$ cat config.mk
export PLATFORM = sky130hd
export DESIGN_NAME = router_pkt_tx
export DESIGN_NICKNAME = d
export VERILOG_FILES = /design/src/rtl/router_pkg.sv /design/src/rtl/router_tx_buf.sv /design/src/rtl/router_pkt_tx.sv
export SDC_FILE = /design/constraint.sdc
export NUM_CORES = 1
export LEC_CHECK = 0
export CORE_MARGIN = 8
export CORE_UTILIZATION = 62
export DETAILED_ROUTE_END_ITERATION = 16
export PLACE_DENSITY_LB_ADDON = 0.2
export SLEW_MARGIN = 15
export SYNTH_ARGS = -nofsm -noshare
export SYNTH_HDL_FRONTEND = slang
export SYNTH_SLANG_ARGS = --single-unit
$ cat constraint.sdc
create_clock -name clock -period 3.2 [get_ports clock]
set_input_delay 0.8 -clock clock [delete_from_list [all_inputs] [get_ports clock]]
set_output_delay 0.8 -clock clock [all_outputs]
set_load 0.03 [all_outputs]
$ cat src/rtl/router_pkg.sv
// ---------------------------------------------------------------------------
// router_pkg
// Shared definitions for the 1x3 router and its packet transmitter:
//   - tx_state_e    : transmitter FSM states
//   - ADDR_ILLEGAL  : destination code that no output port answers to
//   - MAX_LEN       : largest payload length the 6-bit length field carries
//   - BUF_DEPTH     : payload buffer depth (one entry per length code)
//   - hdr_pack / hdr_len / hdr_addr : header byte {len[5:0], addr[1:0]}
//   - parity_acc    : running XOR parity accumulator step
// ---------------------------------------------------------------------------
package router_pkg;

    localparam int         MAX_LEN      = 63;
    localparam int         BUF_DEPTH    = 64;
    localparam logic [1:0] ADDR_ILLEGAL = 2'b11;

    typedef enum logic [2:0] {
        ST_IDLE     = 3'd0,
        ST_LOAD     = 3'd1,
        ST_SEND_HDR = 3'd2,
        ST_SEND_PL  = 3'd3,
        ST_SEND_PAR = 3'd4
    } tx_state_e;

    function automatic logic [7:0] hdr_pack(input logic [5:0] len, input logic [1:0] addr);
        return {len, addr};
    endfunction

    function automatic logic [5:0] hdr_len(input logic [7:0] hdr);
        return hdr[7:2];
    endfunction

    function automatic logic [1:0] hdr_addr(input logic [7:0] hdr);
        return hdr[1:0];
    endfunction

    function automatic logic [7:0] parity_acc(input logic [7:0] acc, input logic [7:0] data);
        return acc ^ data;
    endfunction

endpackage

$ cat src/rtl/router_tx_buf.sv
// ---------------------------------------------------------------------------
// router_tx_buf
// Payload staging buffer: 64 x 8 register array, one synchronous write port
// and one combinational read port. Contents are not reset; every entry that
// is read was written earlier in the same packet.
// Ports:
//   clock   : rising-edge clock
//   we      : write enable
//   wr_addr : write address
//   wr_data : write data
//   rd_addr : read address
//   rd_data : read data (combinational)
// ---------------------------------------------------------------------------
module router_tx_buf
    import router_pkg::*;
(
    input  logic       clock,
    input  logic       we,
    input  logic [5:0] wr_addr,
    input  logic [7:0] wr_data,
    input  logic [5:0] rd_addr,
    output logic [7:0] rd_data
);

    logic [7:0] mem_r [BUF_DEPTH];

    // Storage write port
    always_ff @(posedge clock) begin
        if (we) begin
            mem_r[wr_addr] <= wr_data;
        end
    end

    assign rd_data = mem_r[rd_addr];

endmodule

$ cat src/rtl/router_pkt_tx.sv
// ---------------------------------------------------------------------------
// router_pkt_tx
// Packet transmitter feeding the router input port. Accepts a request
// (destination, length), buffers the payload from a local byte stream, then
// sends header, payload (pkt_valid high) and parity (pkt_valid low),
// holding each byte while the router asserts busy.
// Ports:
//   clock, resetn            : clock, asynchronous active-low reset
//   start, dest_addr,
//   payload_len, inject_err  : packet request (sampled in IDLE)
//   pl_data, pl_valid        : payload byte stream in
//   pl_ready                 : payload byte accepted this cycle
//   busy                     : router back-pressure
//   data_out, pkt_valid      : byte-serial output to the router
//   tx_active                : block is not idle
//   done                     : one-cycle pulse after parity is taken
//   start_err                : one-cycle pulse for an illegal request
// ---------------------------------------------------------------------------
module router_pkt_tx #(
    parameter int MAX_LEN = router_pkg::MAX_LEN
) (
    input  logic       clock,
    input  logic       resetn,
    input  logic       start,
    input  logic [1:0] dest_addr,
    input  logic [5:0] payload_len,
    input  logic       inject_err,
    input  logic [7:0] pl_data,
    input  logic       pl_valid,
    output logic       pl_ready,
    input  logic       busy,
    output logic [7:0] data_out,
    output logic       pkt_valid,
    output logic       tx_active,
    output logic       done,
    output logic       start_err
);

    import router_pkg::*;

    tx_state_e  state_r;
    logic [7:0] header_r;
    logic [7:0] parity_r;
    logic       inj_r;
    logic [5:0] ld_cnt_r;
    logic [5:0] rd_ptr_r;

    logic       start_legal_s;
    logic       buf_we_s;
    logic [5:0] buf_rd_addr_s;
    logic [7:0] buf_rd_data_s;
    logic [5:0] last_idx_s;

    // Request legality: reject the illegal destination and out-of-range lengths
    always_comb begin
        start_legal_s = 1'b0;
        if ((dest_addr != ADDR_ILLEGAL) && (payload_len != 6'd0) &&
            (int'(payload_len) <= MAX_LEN)) begin
            start_legal_s = 1'b1;
        end else begin
            start_legal_s = 1'b0;
        end
    end

    // Buffer write strobe and look-ahead read address. data_out is
    // registered, so the read port addresses the byte to present next.
    always_comb begin
        buf_we_s      = 1'b0;
        buf_rd_addr_s = 6'd0;
        if (state_r == ST_LOAD) begin
            buf_we_s = pl_valid & pl_ready;
        end else begin
            buf_we_s = 1'b0;
        end
        if (state_r == ST_SEND_PL) begin
            buf_rd_addr_s = rd_ptr_r + 6'd1;
        end else begin
            buf_rd_addr_s = 6'd0;
        end
    end

    assign last_idx_s = hdr_len(header_r) - 6'd1;

    router_tx_buf u_buf (
        .clock   (clock),
        .we      (buf_we_s),
        .wr_addr (ld_cnt_r),
        .wr_data (pl_data),
        .rd_addr (buf_rd_addr_s),
        .rd_data (buf_rd_data_s)
    );

    // Transmit FSM with counters, parity accumulator and registered outputs
    always_ff @(posedge clock or negedge resetn) begin
        if (!resetn) begin
            state_r   <= ST_IDLE;
            header_r  <= 8'd0;
            parity_r  <= 8'd0;
            inj_r     <= 1'b0;
            ld_cnt_r  <= 6'd0;
            rd_ptr_r  <= 6'd0;
            data_out  <= 8'd0;
            pkt_valid <= 1'b0;
            pl_ready  <= 1'b0;
            tx_active <= 1'b0;
            done      <= 1'b0;
            start_err <= 1'b0;
        end else begin
            done      <= 1'b0;
            start_err <= 1'b0;
            case (state_r)
                ST_IDLE: begin
                    if (start) begin
                        if (start_legal_s) begin
                            header_r  <= hdr_pack(payload_len, dest_addr);
                            parity_r  <= hdr_pack(payload_len, dest_addr);
                            inj_r     <= inject_err;
                            ld_cnt_r  <= 6'd0;
                            rd_ptr_r  <= 6'd0;
                            pl_ready  <= 1'b1;
                            tx_active <= 1'b1;
                            state_r   <= ST_LOAD;
                        end else begin
                            start_err <= 1'b1;
                        end
                    end
                end
                ST_LOAD: begin
                    if (pl_valid && pl_ready) begin
                        parity_r <= parity_acc(parity_r, pl_data);
                        ld_cnt_r <= ld_cnt_r + 6'd1;
                        if (ld_cnt_r == last_idx_s) begin
                            pl_ready  <= 1'b0;
                            pkt_valid <= 1'b1;
                            data_out  <= header_r;
                            state_r   <= ST_SEND_HDR;
                        end
                    end
                end
                ST_SEND_HDR: begin
                    // Read port points at entry 0 while the header is out
                    if (!busy) begin
                        rd_ptr_r <= 6'd0;
                        data_out <= buf_rd_data_s;
                        state_r  <= ST_SEND_PL;
                    end
                end
                ST_SEND_PL: begin
                    if (!busy) begin
                        if (rd_ptr_r == last_idx_s) begin
                            pkt_valid <= 1'b0;
                            data_out  <= parity_r ^ {7'b0000000, inj_r};
                            state_r   <= ST_SEND_PAR;
                        end else begin
                            rd_ptr_r <= rd_ptr_r + 6'd1;
                            data_out <= buf_rd_data_s;
                        end
                    end
                end
                ST_SEND_PAR: begin
                    if (!busy) begin
                        data_out  <= 8'd0;
                        tx_active <= 1'b0;
                        done      <= 1'b1;
                        state_r   <= ST_IDLE;
                    end
                end
                default: begin
                    data_out  <= 8'd0;
                    pkt_valid <= 1'b0;
                    pl_ready  <= 1'b0;
                    tx_active <= 1'b0;
                    state_r   <= ST_IDLE;
                end
            endcase
        end
    end

endmodule

# == Yosys cells after proc, flatten, opt, wreduce, memory -nomap -nowiden ==
# Memory sizes are Yosys's and may differ from the RTL's.
# Cells that the tools add are included.
# W data, S select, Z words.
# op_classes
bitwise_logic,7
reduce_logical,17
muxes,50
n_addsub,3
eq_ne,16
# op_table
op,count
$mux W8,9
$mux W6,7
$pmux W8 S5,1
$mux W3,8
$mux W1,18
$pmux W6 S3,1
$pmux W8 S2,1
$pmux W3 S5,1
$ne A2 B2 Y1 const B,7
$add A6 B1 Y6 const B,2
$eq A6 B6 Y1,2
$pmux W6 S2,1
$reduce_and A6 Y1,2
$reduce_and A5 Y1,2
$pmux W1 S3,3
$reduce_or A3 Y1,3
$reduce_and A4 Y1,2
$reduce_and A8 Y1,1
$xor A8 B1 Y8,1
$xor A8 B8 Y8,1
$eq A3 B2 Y1 const B,2
$ne A2 B1 Y1 const B,3
$reduce_bool A6 Y1,1
$sub A6 B1 Y6 const B,1
9 further kinds,13
# totals
input_bits,22
mem_bits_rw,512
output_inout_bits,13
mem_count,1
register_bits,45
# memory_table
name,words,width,read_ports,rd_clocked_by_memory_dff,write_ports,line_no,text
u_buf.mem_r,64,8,1,0,1,router_tx_buf.sv:25,logic [7:0] mem_r [BUF_DEPTH];

# == Longest topological paths before layout ==
# logic_depth
word_depth,6
mapped_depth,12

# == Cells and area by module ==
# From an unflattened synthesis, not the netlist that was laid out.
# unflattened
hier_cells,1202
hier_area_um2,22597.9
# by_module_without_submodules
module,seq_area_each_um2,instances,area_per_inst_um2,cells_each
router_tx_buf,15374.7,1,20006.7,932
router_pkt_tx,1126.1,1,2591.2,270

# == Worst setup path after synthesis ==
# No wires, ideal clock.
# synth_timing
path_kind,register to register
startpoint,register state_r[0]
endpoint,memory u_buf.mem_r[40][0] (enable)
path_stages_with_launch,9
setup_time_ps,371
slack_ps,600
path_buffers,4
arrival_time_ps,2229
cell_sequence,dfrtp_1 buf_4 clkbuf_1 nand2_1 clkbuf_1 nor2_1 clkbuf_1 nand4b_1 nor2_1
# synth_via
elab_chain_len,4
# synth_lines
item,line_no,text
from (decl),router_pkt_tx.sv:41,tx_state_e state_r;
from (signal assigned),router_pkt_tx.sv:96,state_r <= ST_IDLE;
from (signal assigned),router_pkt_tx.sv:122,state_r <= ST_LOAD;
from (signal assigned),router_pkt_tx.sv:136,state_r <= ST_SEND_HDR;
$eq A3 B1 Y1,router_pkt_tx.sv:70,if (state_r == ST_LOAD) begin
$mux W1,router_pkt_tx.sv:70,
$mux W1,router_tx_buf.sv:29,if (we) begin
$mux W1 (implied by the code),router_tx_buf.sv:30,mem_r[wr_addr] <= wr_data;
to (decl),router_tx_buf.sv:25,
# Every way passes these cells.

# == Worst setup path in the final report ==
# layout_timing
startpoint,register rd_ptr_r[0]
endpoint,register data_out[0]
# layout_via
elab_chain_len,6
elab_cells_between_ends,8
classes_between,add/sub: 1; eq/ne: 1; mux: 5; memory: 1
# layout_lines
item,line_no,text
from (decl),router_pkt_tx.sv:46,logic [5:0] rd_ptr_r;
from (signal assigned),router_pkt_tx.sv:155,rd_ptr_r <= rd_ptr_r + 6'd1;
$add A6 B1 Y6,router_pkt_tx.sv:76,buf_rd_addr_s = rd_ptr_r + 6'd1;
$mux W6,router_pkt_tx.sv:75,if (state_r == ST_SEND_PL) begin
$mem_v2 Z64 W8,n/a,
$mux W8,router_pkt_tx.sv:150,if (rd_ptr_r == last_idx_s) begin
$mux W8,router_pkt_tx.sv:149,if (!busy) begin
$pmux W8 S5 (*),router_pkt_tx.sv:111,case (state_r)
to (signal assigned),router_pkt_tx.sv:144,data_out <= buf_rd_data_s;
to (signal assigned),router_pkt_tx.sv:152,"data_out <= parity_r ^ {7'b0000000, inj_r};"
to (signal assigned),router_pkt_tx.sv:156,data_out <= buf_rd_data_s;
to (decl),router_pkt_tx.sv:32,"output logic [7:0] data_out,"
# Mark *: on every way between the ends. The rest lies on a longest branch, timed or not. The select of a mux whose other input is x is not followed.
# A chain may end at the register's enable or synchronous reset.

==> summary.txt <==
Clocking
  – Max H-tree Level: 2
  – Number of cells upsized or downsized after cts: 0
  – Number of buffers created by CTS: 55
  – Number of setup buffers added after CTS: 0
  – Clock network latency to the later pin of the worst-skew pair: 0.61 ns
  – CTS Root Cell: sky130_fd_sc_hd__clkbuf_16
  – Clk sink count: 557
  – TritonCTS clock tree: done
  – Hold buffer count at CTS: 0
  – Clock-pin slew reported for the worst setup and hold paths after clock tree synthesis: 0.06 ns
  – Largest buffer count on any clock path: 3

Logic synthesis
  – Combined area of all synthesized cells: 23,600 um^2
  – EDFF count, synth: 512
  – Count of distinct cell types in the synthesized netlist: 86
  – Share of synthesized area occupied by flip-flops and latches: 69.9%
  – Number of warnings printed during yosys synthesis: 0
  – Post-Syn Nets: 1,727
  – Syn Inst Count: 1,702
  – Flip-flop and latch count after synthesis: 557
  – Primary FF master, synth: sky130_fd_sc_hd__edfxtp_1
  – Async set or reset register ratio after synthesis: 8.08%
  – Per-instance average area after synthesis: 13.9 um^2

Floorplanning
  – Die Wd: 211 um
  – Die outline area: 44,600 um^2
  – Number of I/O pins: 35
  – Vertical die dimension: 211 um
  – Core region area: 37,600 um^2
  – FP Rows: 71
  – Starting density of the core: 62.9%

Route
  – Post-route ant nets: 0
  – Total routed wirelength: 62,200 um
  – First-pass iteration count of the detailed router: 6
  – Count of vias placed by the detailed router: 15,700
  – Starting DRT DRC Count: 1,942
  – Post-detailed-route via-to-cell ratio: 6.55
  – Routed wire per std cell: 26.0 um
  – Residual DRC: 0

GRT
  – First-pass GRT wire length: 94,200 um
  – Global-route total usage across every layer: 28.0%
  – Total global routing overflow: 0
  – Via count of the first global-routing pass: 15,300
  – Number of antenna violations at the first check in global routing: 0
  – Maximum number of pins on one net before global-route repair: 68

Timing
  – Time the worst path needs with I/O delays and setup: 3.07 ns
  – Setup tns final: 0 ns
  – Slew headroom: 43.0%
  – Clock Skews: 0.0284 ns
  – Setup violations, final: 0
  – Worst-Margin Slew: 0.849 ns
  – Period utilisation layout: 96.1%
  – RSZ-0062 raised after global routing: false
  – Final Max Slew Viols: 0
  – Final hold slack: 0.239 ns
  – Smallest setup slack after layout: 0.126 ns
  – Maximum achievable frequency: 0.325 GHz
  – Final hold violation count: 0

Worst hold path
  – Path category of the worst min-delay check: primary input to asynchronous set/reset pin

Critical path
  – Crit. Startpoint: rd_ptr_r[0]
  – Worst flop-to-flop path startpoint: rd_ptr_r[0]
  – CP endpoint kind: flop
  – Arrival time at the worst endpoint: 3.54 ns
  – Critical path type: flop to flop
  – Crit start category: flop
  – R2R depth: 9
  – Maximum fanout encountered on the critical timing path: 58
  – Worst EP required: 3.67 ns

Cells and area
  – Share of post-route cells with drive strength above 1: 17.1%
  – Post-layout net count: 1,866
  – Post-route non-filler standard cell count: 2,396
  – Synth-to-Final Area Change: 15.5%
  – # fillers: 2,405
  – Total inserted antenna cells: 0

Pwr
  – PD cells: 747 nW/um^2
  – Leakage power of the design: 9.24 nW
  – Maximum VDD drop: 0.536 mV

Placed design
  – Placed Cells: 2,295
  – Total of buffers placed on input and output ports: 34
  – Half-perimeter wire length after placement: 39,300 um
  – Global placer's final weighted congestion: 0.939
  – Pre-CTS setup slack: -0.116 ns

Flow run
  – Max-cap violations: 0

Outcome
  – Status: finished, final reports clean
==> state kept, by name, indices dropped and copies added (netlist names) <==
signal / cells
rd_ptr_r: 6
ld_cnt_r: 6
tx_active: 1
header_r: 8
start_err: 1
parity_r: 8
state_r: 3
u_buf.mem_r: 512
pl_ready: 1
inj_r: 1
data_out: 8
pkt_valid: 1
done: 1
==> per-layer routing <==
layer / wire length [um] / vias up / GRT usage (%)
li1: - / 6823 / -
met1: 24000 / 7773 / 38.4
met2: 29200 / 939 / 44.2
met3: 6700 / 147 / 5.83
met4: 2210 / 0 / 10.6
met5: 0 / - / 0
==> worst max-delay path: stages, from the launching register on <==
cell and delay (ns):
sky130_fd_sc_hd__dfrtp_4 0.53, sky130_fd_sc_hd__ha_4 0.36, sky130_fd_sc_hd__buf_12 0.33, sky130_fd_sc_hd__nand2b_1 0.32
sky130_fd_sc_hd__a2bb2oi_1 0.22, sky130_fd_sc_hd__a31oi_1 0.21, sky130_fd_sc_hd__a32oi_1 0.09, sky130_fd_sc_hd__o221a_2 0.30
sky130_fd_sc_hd__o31ai_1 0.41, sky130_fd_sc_hd__nand4_1 0.13
==> kinds of logic after synthesis <==
kind of cell,after synthesis,share of synthesized area [%]
buffers and inverters,137,2.75
DFF,557,69.9
AOI/OAI and AO/OA,354,10.5
and+or+nand+nor,529,10.9
muxes,101,4.83
xor gates and xnor gates,21,1.02
adders and majority gates,3,0.159
==> synthesized netlist by cell type (12+ instances only) <==
library cell                number  area share (%)
sky130_fd_sc_hd__o22ai_1        13            0.34
sky130_fd_sc_hd__nand2_1       193             3.1
sky130_fd_sc_hd__or3_1          27            0.72
sky130_fd_sc_hd__o21ai_0        62             1.3
sky130_fd_sc_hd__a22oi_1        20            0.64
sky130_fd_sc_hd__nand3_1        55             1.2
sky130_fd_sc_hd__nor3_1         14            0.30
sky130_fd_sc_hd__edfxtp_1      512              65
sky130_fd_sc_hd__a31oi_1        22            0.58
sky130_fd_sc_hd__nor2b_1        22            0.58
sky130_fd_sc_hd__nor2_1        124             2.0
sky130_fd_sc_hd__inv_1          16            0.25
sky130_fd_sc_hd__buf_1          12            0.19
sky130_fd_sc_hd__mux2_2         24             1.1
sky130_fd_sc_hd__a2bb2oi_1      14            0.52
sky130_fd_sc_hd__a211oi_1       58             1.8
sky130_fd_sc_hd__buf_2          48             1.0
sky130_fd_sc_hd__dfrtp_1        45             4.8
sky130_fd_sc_hd__a221oi_1       20            0.74
sky130_fd_sc_hd__clkbuf_1       47            0.75
sky130_fd_sc_hd__mux2i_1        69             2.9
sky130_fd_sc_hd__a21oi_1        57             1.2
sky130_fd_sc_hd__and2_1         12            0.32
sky130_fd_sc_hd__and3_1         12            0.32
sky130_fd_sc_hd__nand2b_1       17            0.45
==> report_power, final <==
| part | total [mW] | switching [mW] | internal [mW] |
|---|---|---|---|
| sequential | 8.66 | 0.392 | 8.27 |
| combinational | 5.28 | 3.30 | 1.98 |
| clock | 6.43 | 2.69 | 3.74 |
| total | 20.4 | 6.38 | 14.0 |
==> stage by stage <==
stage / area (um^2) / power (mW) / util (%)
after floorplan: 23600 / 12.0 / -
after global placement: 25500 / 13.9 / 67.8
after detailed placement: 25500 / 14.0 / 67.8
after CTS: 27300 / 20.4 / 72.6
after global routing: 27300 / 21.1 / 72.6
final: 27300 / 20.4 / 72.6
==> layout make-up <==
| type | count | area, um^2 | area share, % |
|---|---|---|---|
| Sequential cell | 557 | 16500 | 60.5 |
| Multi-Input combinational cell | 1008 | 6520 | 23.9 |
| Timing Repair Buffer | 203 | 1750 | 6.42 |
| Clock buffer | 60 | 1420 | 5.19 |
| Tap cell | 511 | 639 | 2.34 |
| Clock inverter | 41 | 383 | 1.40 |
| Inverter | 16 | 60.1 | 0.220 |
==> cells in the final DEF (no fill, tap or decap), types with 6 or more instances in the layout <==
| cell type | count |
|---|---|
| sky130_fd_sc_hd__bufinv_16 | 7 |
| sky130_fd_sc_hd__a22oi_1 | 20 |
| sky130_fd_sc_hd__clkbuf_16 | 56 |
| sky130_fd_sc_hd__a31oi_1 | 22 |
| sky130_fd_sc_hd__o32a_1 | 6 |
| sky130_fd_sc_hd__nor3_1 | 14 |
| sky130_fd_sc_hd__or3_1 | 27 |
| sky130_fd_sc_hd__mux4_2 | 8 |
| sky130_fd_sc_hd__and3_1 | 12 |
| sky130_fd_sc_hd__mux2_2 | 24 |
| sky130_fd_sc_hd__clkinv_2 | 11 |
| sky130_fd_sc_hd__a2bb2oi_1 | 14 |
| sky130_fd_sc_hd__nand2_1 | 193 |
| sky130_fd_sc_hd__o21ai_0 | 62 |
| sky130_fd_sc_hd__nand3_1 | 55 |
| sky130_fd_sc_hd__clkdlybuf4s50_1 | 25 |
| sky130_fd_sc_hd__mux2i_1 | 68 |
| sky130_fd_sc_hd__edfxtp_1 | 512 |
| sky130_fd_sc_hd__o211ai_1 | 9 |
| sky130_fd_sc_hd__nand2b_1 | 17 |
| sky130_fd_sc_hd__buf_2 | 9 |
| sky130_fd_sc_hd__nor2_1 | 124 |
| sky130_fd_sc_hd__and2_1 | 12 |
| sky130_fd_sc_hd__a2111oi_0 | 9 |
| sky130_fd_sc_hd__buf_12 | 15 |
| sky130_fd_sc_hd__a32oi_1 | 8 |
| sky130_fd_sc_hd__a211oi_1 | 58 |
| sky130_fd_sc_hd__a21oi_1 | 57 |
| sky130_fd_sc_hd__clkinv_1 | 18 |
| sky130_fd_sc_hd__nor2b_1 | 22 |
| sky130_fd_sc_hd__inv_1 | 15 |
| sky130_fd_sc_hd__dfrtp_1 | 44 |
| sky130_fd_sc_hd__a311oi_1 | 8 |
| sky130_fd_sc_hd__nand4_1 | 9 |
| sky130_fd_sc_hd__o22ai_1 | 13 |
| sky130_fd_sc_hd__buf_4 | 154 |
| sky130_fd_sc_hd__xor2_1 | 10 |
| sky130_fd_sc_hd__o221ai_1 | 10 |
| sky130_fd_sc_hd__a221oi_1 | 20 |
| sky130_fd_sc_hd__nand3b_1 | 7 |
==> final timing paths <==
check                                    to  slack [ns]
min in group clock                pkt_valid        0.52
worst max register to register  data_out[0]        0.13
worst min-delay path            parity_r[4]        0.24
max in group asynchronous       header_r[5]        2.30
worst min register to register    pkt_valid        0.52
worst max-delay path            data_out[0]        0.13
Note: power is estimated with default switching activity, not from simulation.
==> edit: new RTL, same settings <==
Register the output `start_err` once more, cleared by the reset; this adds one clock of latency there. The other outputs are not delayed to match. Comments in the files are not updated.
--- a/src/rtl/router_pkt_tx.sv
+++ b/src/rtl/router_pkt_tx.sv
@@ -37,6 +37,8 @@
 );
 
     import router_pkg::*;
+
+    logic start_err_s0;
 
     tx_state_e  state_r;
     logic [7:0] header_r;
@@ -104,10 +106,10 @@
             pl_ready  <= 1'b0;
             tx_active <= 1'b0;
             done      <= 1'b0;
-            start_err <= 1'b0;
+            start_err_s0 <= 1'b0;
         end else begin
             done      <= 1'b0;
-            start_err <= 1'b0;
+            start_err_s0 <= 1'b0;
             case (state_r)
                 ST_IDLE: begin
                     if (start) begin
@@ -121,7 +123,7 @@
                             tx_active <= 1'b1;
                             state_r   <= ST_LOAD;
                         end else begin
-                            start_err <= 1'b1;
+                            start_err_s0 <= 1'b1;
                         end
                     end
                 end
@@ -176,5 +178,13 @@
         end
     end
 
+    always_ff @(posedge clock or negedge resetn) begin
+        if (!resetn) begin
+            start_err <= '0;
+        end else begin
+            start_err <= start_err_s0;
+        end
+    end
+
 endmodule
 
Behaviour: not the same (a bounded check fails within 4 cycles, from zero or initial values and one cycle with resetn low).
==> edit against the original RTL <==
First-iteration DRC count up 3.2%. Synthesized area shrank 0.48%. Sequential power about the same. Critical path type unchanged. Sequential cell count rose by 1. Critical path depth is the same. Die area fell by 0.44%. Routed wire length is 1.3% higher. Cell area fell by 1.5%. Via count is 0.48% higher. Power increased by 1.6%. Worst setup slack improved by 0.13 ns. Clock skew down 0.011 ns. Largest power group unchanged.
==> edit: results (changes against the original RTL) <==
run status finished, final reports clean; WL/cell 26.8 um (+3.5%); mux cell area share after synthesis 5.07% (+0.24 points); GRT Overall Usage 28.1% (+0.034 points); Sw Ratio 33.4% (+2.1 points); M3 GR Usage 5.15% (-0.68 points); vias in the first global route 15100 (-1.4%); syn nets 1712 (-0.87%); ys async rst share 8.24% (+0.16 points); Max IR drop VDD 0.000531 V (-0.88%); Synth Area in Compound Gates 11.8% (+1.3 points); Final #Nets 1815 (-2.7%); layout cells sized above 1 15.1% (-2.0 points); RePlAce Congestion 0.947 (+0.88%); met2 Use GR 43.3% (-0.88 points); adder-cell share of the synthesized area 0.160% (+0.00077 points); First-pass DRT Iterations 5 (-1); Worst Clk Skew 0.0170 ns (-0.0114 ns); Final Non-Filler Cells 2345 (-2.1%); Via density 6.72 (+2.7%); dpl cells 2244 (-2.2%); grt met1 use 38.8% (+0.47 points); DP Wirelength 39.4 mm (+0.42%); first-pass GRT wire length 93.8 mm (-0.42%); synth top area cells edfxtp_1 65%, dfrtp_1 4.9%, mux2i_1 3.2%, a21oi_1 2.5%, nand2_1 2.2%; static leakage 8.95 nW (-3.1%); initial drt markers 2005 (+3.2%); Synth Area in XOR/XNOR 0.953% (-0.064 points); worst rel slew slack 19.2% (-24 points); initial antenna violation count 0 (unchanged); unique cell type count in the Yosys netlist 73 (-15%); synth cell count leaders 512 x edfxtp_1, 138 x nand2_1, 124 x nor2_1; Synth Area per Inst 13.9 um^2 (+0.40%); pin count of the biggest net entering global routing 78 (+15%)
==> edit: metal layers <==
metal,wire (um),vias up
li1,-,6759
met1,24200,7762
met2,29400,1067
met5,0,-
met4,2720,0
met3,6680,170
==> edit: cell type report <==
class                   instances  area (um^2)  area share (%)
repair buffers                171         1550            5.77
diodes                          1         2.50         0.00931
inverters                      11         41.3           0.154
multi-input cells             993         6460            24.1
well taps                     511          639            2.38
flip-flops and latches        558        16500            61.5
clock buffers                  80         1490            5.55
clock inverters                20          154           0.573
==> edit: through the flow <==
step,hold WS [ns],area [um^2],power (mW),worst slack [ns],utilization [%]
floorplan,0.331,23500,12.6,0.696,-
global placement,0.336,25200,14.6,0.270,67.3
detailed placement,0.340,25200,14.7,0.200,67.3
CTS,0.281,26900,20.6,0.334,71.7
global route,0.324,26900,21.4,0.101,71.7
finish,0.273,26900,20.7,0.256,71.7
==> edit: cell families (layout without fill, tap and decap cells) <==
kind of cell	after synthesis	in the layout
other	0	1
and+or+nand+nor	461	461
xor gates and xnor gates	24	24
buffers and inverters	136	282
adders and majority gates	3	3
muxes	114	114
DFF	558	558
AOI/OAI and AO/OA	391	391
==> edit: worst paths after layout <==
| check | startpoint | to | slack, ns |
|---|---|---|---|
| hold / removal | resetn | parity_r[0] | 0.27 |
| max in group asynchronous | resetn | data_out[2] | 2.30 |
| setup reg to reg | header_r[2] | data_out[4] | 0.26 |
| min in group clock | start_err_s0 | start_err | 0.35 |
| setup / recovery | header_r[2] | data_out[4] | 0.26 |
| hold reg to reg | start_err_s0 | start_err | 0.35 |
==> edit: power groups by stage <==
| stage | Clock [mW] | Combinational, mW | Sequential, mW |
|---|---|---|---|
| 2_1_floorplan | 0 | 3.80 | 8.75 |
| 3_3_place_gp | 0 | 5.84 | 8.75 |
| 3_5_place_dp | 0 | 5.97 | 8.76 |
| 4_1_cts | 5.99 | 6.00 | 8.62 |
| 5_1_grt | 6.26 | 6.46 | 8.66 |
| 6_report | 5.96 | 6.11 | 8.63 |
==> edit: critical path, delay by kind of cell, from the launching register on <==
kind	cells	cell delay, ns
AO/OA/AOI/OAI	1	1.00
AND/OR/NAND/NOR	4	0.55
XOR/XNOR	2	0.50
flip-flops	1	0.49
adder cells (fa/ha/maj)	1	0.23
buffers and inverters	1	0.11
